==> config.mk <==
export PLATFORM = sky130hd
export DESIGN_NAME = shift_add_multiplier
export DESIGN_NICKNAME = d
export VERILOG_FILES = /design/src/rtl/shift_add_multiplier_pkg.sv /design/src/rtl/n_bit_adder.sv /design/src/rtl/shift_add_multiplier.sv
export SDC_FILE = /design/constraint.sdc
export NUM_CORES = 1
export LEC_CHECK = 0
export CAP_MARGIN = 20
export CORE_ASPECT_RATIO = 0.8
export CORE_MARGIN = 3
export CORE_UTILIZATION = 26
export DETAILED_ROUTE_END_ITERATION = 12
export GPL_ROUTABILITY_DRIVEN = 0
export MAX_ROUTING_LAYER = met4
export SKIP_LAST_GASP = 1
export SLEW_MARGIN = 20
export SYNTH_ARGS = -nofsm -noshare
export SYNTH_HDL_FRONTEND = slang
export SYNTH_HIERARCHICAL = 1
export SYNTH_SLANG_ARGS = --single-unit
export TNS_END_PERCENT = 50
==> constraint.sdc <==
create_clock -name clk -period 3.3 [get_ports clk]
set_input_delay 0.66 -clock clk [delete_from_list [all_inputs] [get_ports clk]]
set_output_delay 0.66 -clock clk [all_outputs]
set_load 0.005 [all_outputs]
==> src/rtl/shift_add_multiplier_pkg.sv <==
// Shared definitions for the shift-and-add multiplier: FSM encoding and
// the iteration counter width helper.
package shift_add_multiplier_pkg;

    typedef enum logic [1:0] {
        IDLE = 2'd0,
        RUN  = 2'd1,
        DONE = 2'd2
    } state_t;

    // Counter must hold the value N itself, hence N+1 codes.
    function automatic int unsigned count_width(input int unsigned n);
        return $clog2(n + 1);
    endfunction

endpackage

==> src/rtl/n_bit_adder.sv <==
// Combinational n-bit ripple-carry adder with carry-in and carry-out.
module n_bit_adder #(
    parameter int unsigned n = 4
) (
    input  logic [n-1:0] x,
    input  logic [n-1:0] y,
    input  logic         c_in,
    output logic [n-1:0] s,
    output logic         c_out
);

    logic [n:0] c;

    assign c[0] = c_in;

    for (genvar i = 0; i < n; i++) begin : g_bit
        assign s[i]   = x[i] ^ y[i] ^ c[i];
        assign c[i+1] = (x[i] & y[i]) | (c[i] & (x[i] ^ y[i]));
    end

    assign c_out = c[n];

endmodule

==> src/rtl/shift_add_multiplier.sv <==
// Sequential unsigned N x N shift-and-add multiplier around one ripple adder;
// start/busy/done handshake, 2N-bit product registered on entry to DONE.
module shift_add_multiplier
    import shift_add_multiplier_pkg::*;
#(
    parameter int unsigned N = 4
) (
    input  logic           clk,
    input  logic           rst,
    input  logic           start,
    input  logic [N-1:0]   a,
    input  logic [N-1:0]   b,
    output logic           busy,
    output logic           done,
    output logic [2*N-1:0] product
);

    localparam int unsigned CW = count_width(N);

    state_t          state, state_next;
    logic [N-1:0]    a_reg, a_next;
    logic [N-1:0]    q_reg, q_next;
    logic [N-1:0]    m_reg;
    logic [CW-1:0]   count, count_next;
    logic [N-1:0]    addend;
    logic [N-1:0]    sum;
    logic            c_out;

    assign addend = q_reg[0] ? m_reg : '0;

    n_bit_adder #(.n(N)) u_adder (
        .x     (a_reg),
        .y     (addend),
        .c_in  (1'b0),
        .s     (sum),
        .c_out (c_out)
    );

    // The carry-out becomes A's MSB; the bit above it always shifts in as 0,
    // so the C register never holds anything but zero and needs no flop.
    always_comb begin
        state_next = state;
        a_next     = a_reg;
        q_next     = q_reg;
        count_next = count;
        case (state)
            IDLE: begin
                if (start) begin
                    state_next = RUN;
                    a_next     = '0;
                    q_next     = b;
                    count_next = CW'(N);
                end
            end
            RUN: begin
                a_next     = {c_out, sum[N-1:1]};
                q_next     = {sum[0], q_reg[N-1:1]};
                count_next = count - 1'b1;
                if (count == CW'(1)) begin
                    state_next = DONE;
                end
            end
            DONE:    state_next = IDLE;
            default: state_next = IDLE;
        endcase
    end

    always_ff @(posedge clk or posedge rst) begin
        if (rst) begin
            state   <= IDLE;
            a_reg   <= '0;
            q_reg   <= '0;
            m_reg   <= '0;
            count   <= '0;
            product <= '0;
        end else begin
            state <= state_next;
            a_reg <= a_next;
            q_reg <= q_next;
            count <= count_next;
            if (state == IDLE && start) begin
                m_reg <= a;
            end
            // Capture the final shifted value on the edge that enters DONE.
            if (state == RUN && state_next == DONE) begin
                product <= {a_next, q_next};
            end
        end
    end

    assign busy = (state == RUN);
    assign done = (state == DONE);

endmodule

==> out/metrics.yaml, run 1 <==
synth_seq_area_share: 0.5155
power_density_mw_per_mm2: 950.0
outcome: "finished, final reports clean"
layout_commonest_cell: "dfrtp_1"
yosysUniqueCellTypes: 25
rsz0062_at_grt: "no"
cp_max_fo: 6
post_cts_resized: 0
final_cell_mix: "dfrtp_1, clkdlybuf4s50_1, inv_1"
syn_avg_cell_area_um2: 12.51
fin_nets: 138
post_drt_wl_per_cell_um: 12.93
numClockSinks: 25
synth_edf_count: 0
cts_buffer_depth: 2
top_register: "product"
cts_tree: "done"
top_level_ports: 21
grt_max_degree: 26
drive_above_1_share: 0.1750
critical_path_required_ns: 3.51
hold_path_class: "flip-flop to flip-flop"
grt_usage: 0.09980
fillers: 440
gr-total-overflow: 0
peakVddDrop_mv: 0.4225
die_x_um: 82.39
timing.final.crit_share: 0.7262
io_buffers: 20
crit_arrival_ns: 2.61
hold_viol_final: 0
async_flop_share: 1.000
ant_nets: 0
hold_buffers: 0
core_area_mm2: 0.004335
worst_pin_slew_ns: 0.5138
yosysWarnings: 6
vias_per_cell: 4.311
start_kind: "flip-flop"
clk_latency_ns: 0.27
p_leak_nw: 0.6710
postCtsSetupRepairBufs: 0
finalCriticalPeriod_ns: 2.396
netlist_area_mm2: 0.001214
synth_ff_type: "dfrtp_1"
setup_tns_ns: 0
grt_pass1_wl_um: 3939
syn_nets: 114
die_h_um: 67.11
dp.final_hpwl_um: 1656
cts_max_level: 1
vias: 763
drt_first_iter_violations: 35
largest_register_ff_count: 8
endpoint_kind: "flip-flop"
rows: 21
post-route-drc-count: 0
skew_ns: 0.002201
area_growth_pct: 25.98
path_class: "flip-flop to flip-flop"
antenna_found_initial: 0
dr.pass1.iters: 3
clkTransAtPathRegs_ns: 0.08
numCtsBuffers: 3
syn_inst: 97
die_area_mm2: 0.005529
routed_wl_um: 2288
first_global_vias: 792
maxCapViolCount: 0
place_area_mm2: 0.001469
diodes: 0
design_area_mm2: 0.001529
cts_root_buf: "clkbuf_8"
fmaxAchievable_ghz: 0.4173
finalSetupViolations: 0
slew_viol_final: 0
ys_ff_latch: 25
slew_headroom: 0.6554
initial_core_util: 0.2799
[power breakdown]
part | internal, W | total [W] | switching, W | leakage [nW]
logic | 0.000402 | 0.000693 | 0.000291 | 0.350
clock network | 0.0000863 | 0.000181 | 0.0000942 | 0.0228
registers | 0.000462 | 0.000579 | 0.000117 | 0.299
total | 0.000951 | 0.00145 | 0.000502 | 0.671
[critical path, cell delays in order (launching register included)]
cell	delay, ns
dfrtp_1	0.43
and2_1	0.17
fa_1	0.41
inv_1	0.07
fa_1	0.15
inv_1	0.05
fa_1	0.35
inv_1	0.07
fa_1	0.41
inv_1	0.09
mux2_4	0.14
[metrics by stage]
stage / power (W) / util / cells / setup slack [ns] / hold WS, ns
after floorplan: 0.001052 / - / 97 / 1.036 / 0.4498
after global placement: 0.001262 / 0.3388 / 172 / 0.9780 / 0.4645
after detailed placement: 0.001288 / 0.3388 / 172 / 0.9159 / 0.4962
after CTS: 0.001474 / 0.3492 / 176 / 0.9002 / 0.5184
after global routing: 0.001607 / 0.3527 / 177 / 0.7424 / 0.5336
final: 0.001453 / 0.3527 / 177 / 0.9036 / 0.5166
[cells by family (layout without fill, tap and decap cells)]
| logic type | count (synthesis) | in the layout | share of synthesized area |
|---|---|---|---|
| compound gates | 18 | 18 | 0.1113 |
| flops | 25 | 25 | 0.5155 |
| fa+ha+maj | 6 | 6 | 0.08660 |
| other cells | 1 | 1 | 0.003090 |
| simple gates | 17 | 17 | 0.08248 |
| mux | 12 | 12 | 0.1361 |
| buf+inv | 18 | 41 | 0.06494 |
[worst paths after layout]
check	startpoint	end	slack, ns	cells after the start
min in group asynchronous	rst	product[2]	0.67	2
worst min register to register	product[2]	product[2]	0.52	1
max in group asynchronous	rst	state[0]	2.22	3
worst min-delay path	product[2]	product[2]	0.52	1
worst max register to register	q_reg[0]	product[6]	0.90	10
worst max-delay path	q_reg[0]	product[6]	0.90	10
[layer usage]
layer,global-route usage,wire length [um]
met5,-,0
met4,0.01867,6
met2,0.1400,966
met1,0.1372,1184
met3,0.03784,130
[cell usage after synthesis (all sizes together), types with 2 or more instances]
| cell | count | area share |
|---|---|---|
| o21ai | 3 | 0.012 |
| and2 | 4 | 0.021 |
| nor2 | 6 | 0.019 |
| ha | 2 | 0.021 |
| inv | 16 | 0.052 |
| a22o | 4 | 0.029 |
| o22ai | 4 | 0.021 |
| fa | 4 | 0.066 |
| dfrtp | 25 | 0.52 |
| nand2b | 2 | 0.016 |
| mux2 | 12 | 0.14 |
| o32ai | 4 | 0.029 |
| buf | 2 | 0.013 |
| nand2 | 2 | 0.0062 |
[layout make-up]
class / instances / area, um2 / share of cell area
tap: 57 / 71.32 / 0.04664
sequential: 25 / 625.6 / 0.4092
multi-input combinational: 54 / 509.2 / 0.3331
inverter: 16 / 62.56 / 0.04092
timing repair buffer: 21 / 215.2 / 0.1408
clock buffer: 4 / 45.04 / 0.02946
No activity file was read; power rests on OpenSTA's default activity.
==> run 2, diff against run 1 <==
==> constraint.sdc (replaced) <==
create_clock -name clk -period 2.3 [get_ports clk]
set_input_delay 0.46 -clock clk [delete_from_list [all_inputs] [get_ports clk]]
set_output_delay 0.46 -clock clk [all_outputs]
set_load 0.005 [all_outputs]
==> run 2 against run 1 <==
Net effect:
- total power up 48%
- routed wire length down 0.61%
- utilization grew 0.49 points
- worst hold slack got worse by 0.0060 ns
- die area stayed put
- combinational power is 54% higher
- via count grew 2.5%
- largest cell class unchanged
- non-clock buffer count rose by 2
- fmax up 6.9%
==> out/metrics.yaml, run 2 (synthesis results as in run 1) <==
outcome: "finished, final reports clean"
sw_frac_of_total: 0.3434  # -0.002090
hold_viol_final: 0  # unchanged
holdPathEnd: "m_reg[1]"
grt_max_degree: 26  # unchanged
timing.final.crit_share: 0.9744  # +0.2482
fin_nets: 140  # +1.4%
drt_first_iter_violations: 44  # +26%
grt_pass1_wl_um: 3981  # +1.1%
numCtsBuffers: 3  # unchanged
layout.area.seq_um2: 625.6  # unchanged
post_drt_wl_per_cell_um: 12.70  # -1.7%
post-route-util: 0.3576  # +0.004906
timing.rr.end: "product[6]"
min_from: "m_reg[1]"
finalCriticalPeriod_ns: 2.241  # -0.1553 ns
setup_tns_ns: 0  # unchanged
area_growth_pct: 27.73
clkTransAtPathRegs_ns: 0.09  # about the same
setup_ws_ns: 0.05897  # -0.8447 ns
slew_viol_final: 0  # unchanged
final_cell_mix: "dfrtp_1, clkdlybuf4s50_1, inv_1"
cts_buffer_depth: 2  # unchanged
core_area_mm2: 0.004335  # unchanged
rsz0062_at_grt: "yes"
top_register: "product"
fillers: 427  # -3.0%
first_global_vias: 825  # +4.2%
die_x_um: 82.39  # unchanged
cts_tree: "done"
initial_core_util: 0.2799  # unchanged
cts_max_level: 1  # unchanged
clk_latency_ns: 0.26  # about the same
grt_usage: 0.09892  # -0.0008780
vias: 782  # +2.5%
ant_nets: 0  # unchanged
layout_commonest_cell: "dfrtp_1"
cp_max_fo: 2  # -4
rr_startpoint: "q_reg[0]"
path_class: "flip-flop to flip-flop"
numClockSinks: 25  # unchanged
die_area_mm2: 0.005529  # unchanged
io_buffers: 20  # unchanged
peakVddDrop_mv: 0.6008  # +42%
combPwrFrac: 0.498  # +0.021
multi_input_area_um2: 519.2  # +2.0%
crit_arrival_ns: 2.40  # -0.21 ns
endpoint_kind: "flip-flop"
die_h_um: 67.11  # unchanged
start_kind: "flip-flop"
vias_per_cell: 4.369  # +1.3%
finalSetupViolations: 0  # unchanged
top_level_ports: 21  # unchanged
power_density_mw_per_mm2: 1389  # +46%
hold_ws_ns: 0.5106  # -0.006036 ns
power_frac_seq: 0.382  # -0.017
switching_power_w: 0.0007397  # +47%
clkPwrFrac: 0.120  # -0.004
routed_wl_um: 2274  # -0.61%
diodes: 0  # unchanged
hold_path_class: "flip-flop to flip-flop"
post-route-drc-count: 0  # unchanged
internal_power_w: 0.001414  # +49%
fin_total_pwr_w: 0.002154  # +48%
drive_above_1_share: 0.2459  # +0.07090
largest_register_ff_count: 8  # unchanged
rows: 21  # unchanged
skew_ns: 0.001983  # -0.0002181 ns
critical_path_required_ns: 2.46  # -1.05 ns
gr-total-overflow: 0  # unchanged
hold_depth: 1  # unchanged
timing.reg2reg.worst_path_depth: 10  # unchanged
p_leak_nw: 0.6796  # +1.3%
r2r_setup_slack_ns: 0.06  # -0.84 ns
dp.final_hpwl_um: 1701  # +2.7%
preCtsSetupSlack_ns: -0.03921  # -0.9551 ns
maxCapViolCount: 0  # unchanged
fmaxAchievable_ghz: 0.4462  # +6.9%
cts_root_buf: "clkbuf_8"
antenna_found_initial: 0  # unchanged
dr.pass1.iters: 4  # +1
[run 2: cell types whose count changed in the layout (fill, tap and decap cells not counted), sizes merged]
cell    previous run  this run
buf                1         3
clkinv             1         0
inv               15        16
[run 2: worst max path at each step]
stage / start / slack (ns) / to
final: q_reg[0] / 0.06 / product[6]
after global routing: q_reg[0] / -0.07 / product[6]
after CTS: m_reg[0] / 0.04 / product[6]
after detailed placement: m_reg[0] / -0.04 / product[6]
after global placement: m_reg[0] / 0.02 / product[6]
after floorplan: q_reg[0] / 0.04 / product[6]
[run 2: power by group through the flow]
stage | clock [W] | sequential, W | combinational, W
CTS | 0.000268 | 0.000825 | 0.00109
floorplan | 0 | 0.000791 | 0.000719
global route | 0.000286 | 0.000858 | 0.00122
detailed placement | 0 | 0.000831 | 0.00104
global placement | 0 | 0.000818 | 0.000999
finish | 0.000259 | 0.000824 | 0.00107
[run 2: layout make-up]
type / instances / share of cell area
inverters: 16 / 0.04036
flip-flops and latches: 25 / 0.4036
repair buffers: 23 / 0.1461
well taps: 57 / 0.04600
multi-input cells: 54 / 0.3349
clock buffers: 4 / 0.02906
[run 2: metrics by stage]
stage | instance area (um2) | instances
final | 1550 | 179
after global routing | 1550 | 179
after CTS | 1546 | 179
after detailed placement | 1484 | 174
after global placement | 1484 | 174
after floorplan | 1214 | 97
[run 2: critical path, stage by stage, from the launching register on]
cell     delay [ns]
dfrtp_1        0.37
and2_4         0.15
fa_2           0.18
inv_2          0.04
fa_2           0.32
inv_2          0.06
fa_2           0.18
inv_2          0.04
fa_1           0.50
inv_1          0.05
mux2_4         0.25
[run 2: layer usage]
metal / part of all wire / GRT usage / wire length, um / up-vias
met5: 0 / - / 0 / -
met4: 0.0026 / 0.006224 / 6 / 0
li1: - / - / - / 376
met3: 0.049 / 0.03784 / 111 / 2
met1: 0.51 / 0.1331 / 1169 / 387
met2: 0.43 / 0.1480 / 988 / 17
[run 2: what timing repair did]
item,CTS,global route
setup buffers,1,0
pin swaps,4,3
hold buffers,0,0
setup endpoints to repair,2,2
gates resized for setup,7,1
==> run 3, diff against run 2 <==
--- a/config.mk
+++ b/config.mk
@@ -6,12 +6,14 @@
 export NUM_CORES = 1
 export LEC_CHECK = 0
 export CAP_MARGIN = 20
+export CELL_PAD_IN_SITES_DETAIL_PLACEMENT = 1
+export CELL_PAD_IN_SITES_GLOBAL_PLACEMENT = 2
 export CORE_ASPECT_RATIO = 0.8
-export CORE_MARGIN = 3
 export CORE_UTILIZATION = 26
 export DETAILED_ROUTE_END_ITERATION = 12
 export GPL_ROUTABILITY_DRIVEN = 0
 export MAX_ROUTING_LAYER = met4
+export PLACE_DENSITY_LB_ADDON = 0.1
 export SKIP_LAST_GASP = 1
 export SLEW_MARGIN = 20
 export SYNTH_ARGS = -nofsm -noshare
==> run 3 against run 2 <==
Net effect:
- total power rose by 1.3%
- combinational power grew 4%
- count of clock-buffer cells in the layout unchanged
- sequential cell count unchanged
- routed wire length grew 9.7%
- sequential share of layout area shrank 0.29 points
- design area grew 0.73%
- global-route usage grew 2.0 points
- final cell count grew 1.1%
- utilization increased by 0.26 points
- clock power hardly changed
- highest routed layer unchanged
==> out/metrics.yaml, run 3 (synthesis results as in run 1) <==
endpoint_kind: "flip-flop"
dp.cells: 175  # +0.57%
cts_root_buf: "clkbuf_8"
rows: 21  # unchanged
io_buffers: 20  # unchanged
routed_wl_um: 2494  # +9.7%
fmaxAchievable_ghz: 0.4570  # +2.4%
min_from: "count[1]"
cts_max_level: 1  # unchanged
critical_path_required_ns: 2.45  # about the same
timing.final.crit_share: 0.9514  # -0.02301
cts_tree: "done"
path_class: "flip-flop to flip-flop"
cts_buffer_depth: 2  # unchanged
start_kind: "flip-flop"
power_density_mw_per_mm2: 1398  # +0.60%
layout.area.seq_um2: 625.6  # unchanged
drt_first_iter_violations: 20  # -55%
ant_nets: 0  # unchanged
slew_viol_final: 0  # unchanged
clkTransAtPathRegs_ns: 0.08  # about the same
top_level_ports: 21  # unchanged
crit_arrival_ns: 2.34  # -0.06 ns
numCtsBuffers: 3  # unchanged
p_leak_nw: 0.6895  # +1.4%
layout_commonest_cell: "dfrtp_1"
cp-startpoint: "q_reg[0]"
maxCapViolCount: 0  # unchanged
hold_viol_final: 0  # unchanged
area_growth_pct: 28.66
finalSetupViolations: 0  # unchanged
grt_usage: 0.1193  # +0.02038
setup_tns_ns: 0  # unchanged
rsz0062_at_grt: "no"
post_drt_wl_per_cell_um: 13.78  # +8.5%
die_h_um: 63.11  # -6.0%
final_cell_mix: "dfrtp_1, clkdlybuf4s50_1, inv_1"
largest_register_ff_count: 8  # unchanged
grt_pass1_wl_um: 4326  # +8.7%
dp.final_hpwl_um: 1828  # +7.4%
die_x_um: 78.39  # -4.9%
finalCriticalPeriod_ns: 2.188  # -0.05292 ns
core_area_mm2: 0.004335  # unchanged
fillers: 488  # +14%
multi_input_area_um2: 519.2  # unchanged
antenna_found_initial: 0  # unchanged
top_register: "product"
initial_core_util: 0.2799  # unchanged
hold_path_class: "flip-flop to flip-flop"
skew_ns: 0.001273  # -0.0007098 ns
diodes: 0  # unchanged
rr_startpoint: "q_reg[0]"
fin_total_pwr_w: 0.002183  # +1.3%
peakVddDrop_mv: 0.5319  # -11%
vias: 800  # +2.3%
post-route-drc-count: 0  # unchanged
clk_latency_ns: 0.26  # about the same
dr.pass1.iters: 4  # unchanged
numClockSinks: 25  # unchanged
final_cells: 181  # +1.1%
die_area_mm2: 0.004947  # -11%
first_global_vias: 830  # +0.61%
cp_max_fo: 2  # unchanged
outcome: "finished, final reports clean"
fin_nets: 142  # +1.4%
grt_max_degree: 26  # unchanged
gr-total-overflow: 0  # unchanged
vias_per_cell: 4.420  # +1.2%
drive_above_1_share: 0.2500  # +0.004098
==> run 3: cell count changes in the layout (fill, tap and decap cells not counted) <==
| cell | before | now |
|---|---|---|
| buf_4 | 2 | 5 |
| buf_6 | 1 | 0 |
| inv_1 | 12 | 13 |
| inv_2 | 3 | 2 |
==> run 3: area by class of cell <==
cell class                 count  share of cell area
timing repair buffer          25              0.1522
sequential                    25              0.4006
tap                           57             0.04567
multi-input combinational     54              0.3325
inverter                      16             0.04006
clock buffer                   4             0.02885
==> run 3: metrics by stage <==
stage | hold slack (ns) | util | cell area, um2 | setup slack [ns]
after global placement | 0.4632 | 0.3440 | 1491 | 0.002164
after CTS | 0.5016 | 0.3579 | 1551 | 0.0007725
final | 0.4949 | 0.3602 | 1562 | 0.1119
after global routing | 0.5395 | 0.3602 | 1562 | 0.001606
after detailed placement | 0.4810 | 0.3440 | 1491 | -0.02566
after floorplan | 0.4498 | - | 1214 | 0.03583
==> run 3: layer usage <==
layer,global-route usage,routed length [um],vias to the layer above
li1,-,-,383
met1,0.1735,1316,401
met2,0.1645,1072,14
met3,0.03478,89,2
met4,0.02083,16,0
met5,-,0,-
==> run 3: worst max-delay path: stages, from the launching register on <==
cell and delay, ns:
dfrtp_1 0.36, and2_4 0.14, fa_2 0.18, inv_2 0.04, fa_2 0.31, inv_1 0.07, fa_2 0.19, inv_2 0.03
fa_1 0.47, inv_1 0.05, mux2_4 0.24
==> run 3: final timing paths <==
kind	end	cells after the start	slack, ns
worst max-delay path	product[6]	10	0.11
worst min-delay path	count[1]	2	0.49
worst max register to register	product[6]	10	0.11
worst min register to register	count[1]	2	0.49
max in group asynchronous	count[0]	3	1.51
min in group asynchronous	m_reg[2]	3	0.54
==> run 3: power by group <==
part | total (W) | switching, W | leakage, nW | internal (W)
Clock | 0.000256 | 0.000132 | 0.0228 | 0.000124
Combinational | 0.00111 | 0.000473 | 0.368 | 0.000637
Sequential | 0.000816 | 0.000153 | 0.299 | 0.000664
Total | 0.00218 | 0.000758 | 0.689 | 0.00142
==> run 3: timing repair <==
item / in CTS / in global routing
resized for setup: 4 / 2
hold buffers: 0 / 0
hold endpoints to repair: 0 / 0
buffers inserted: 1 / 1
endpoints found under the setup margin: 2 / 3
cloned: 0 / 0
pin swaps: 1 / 3
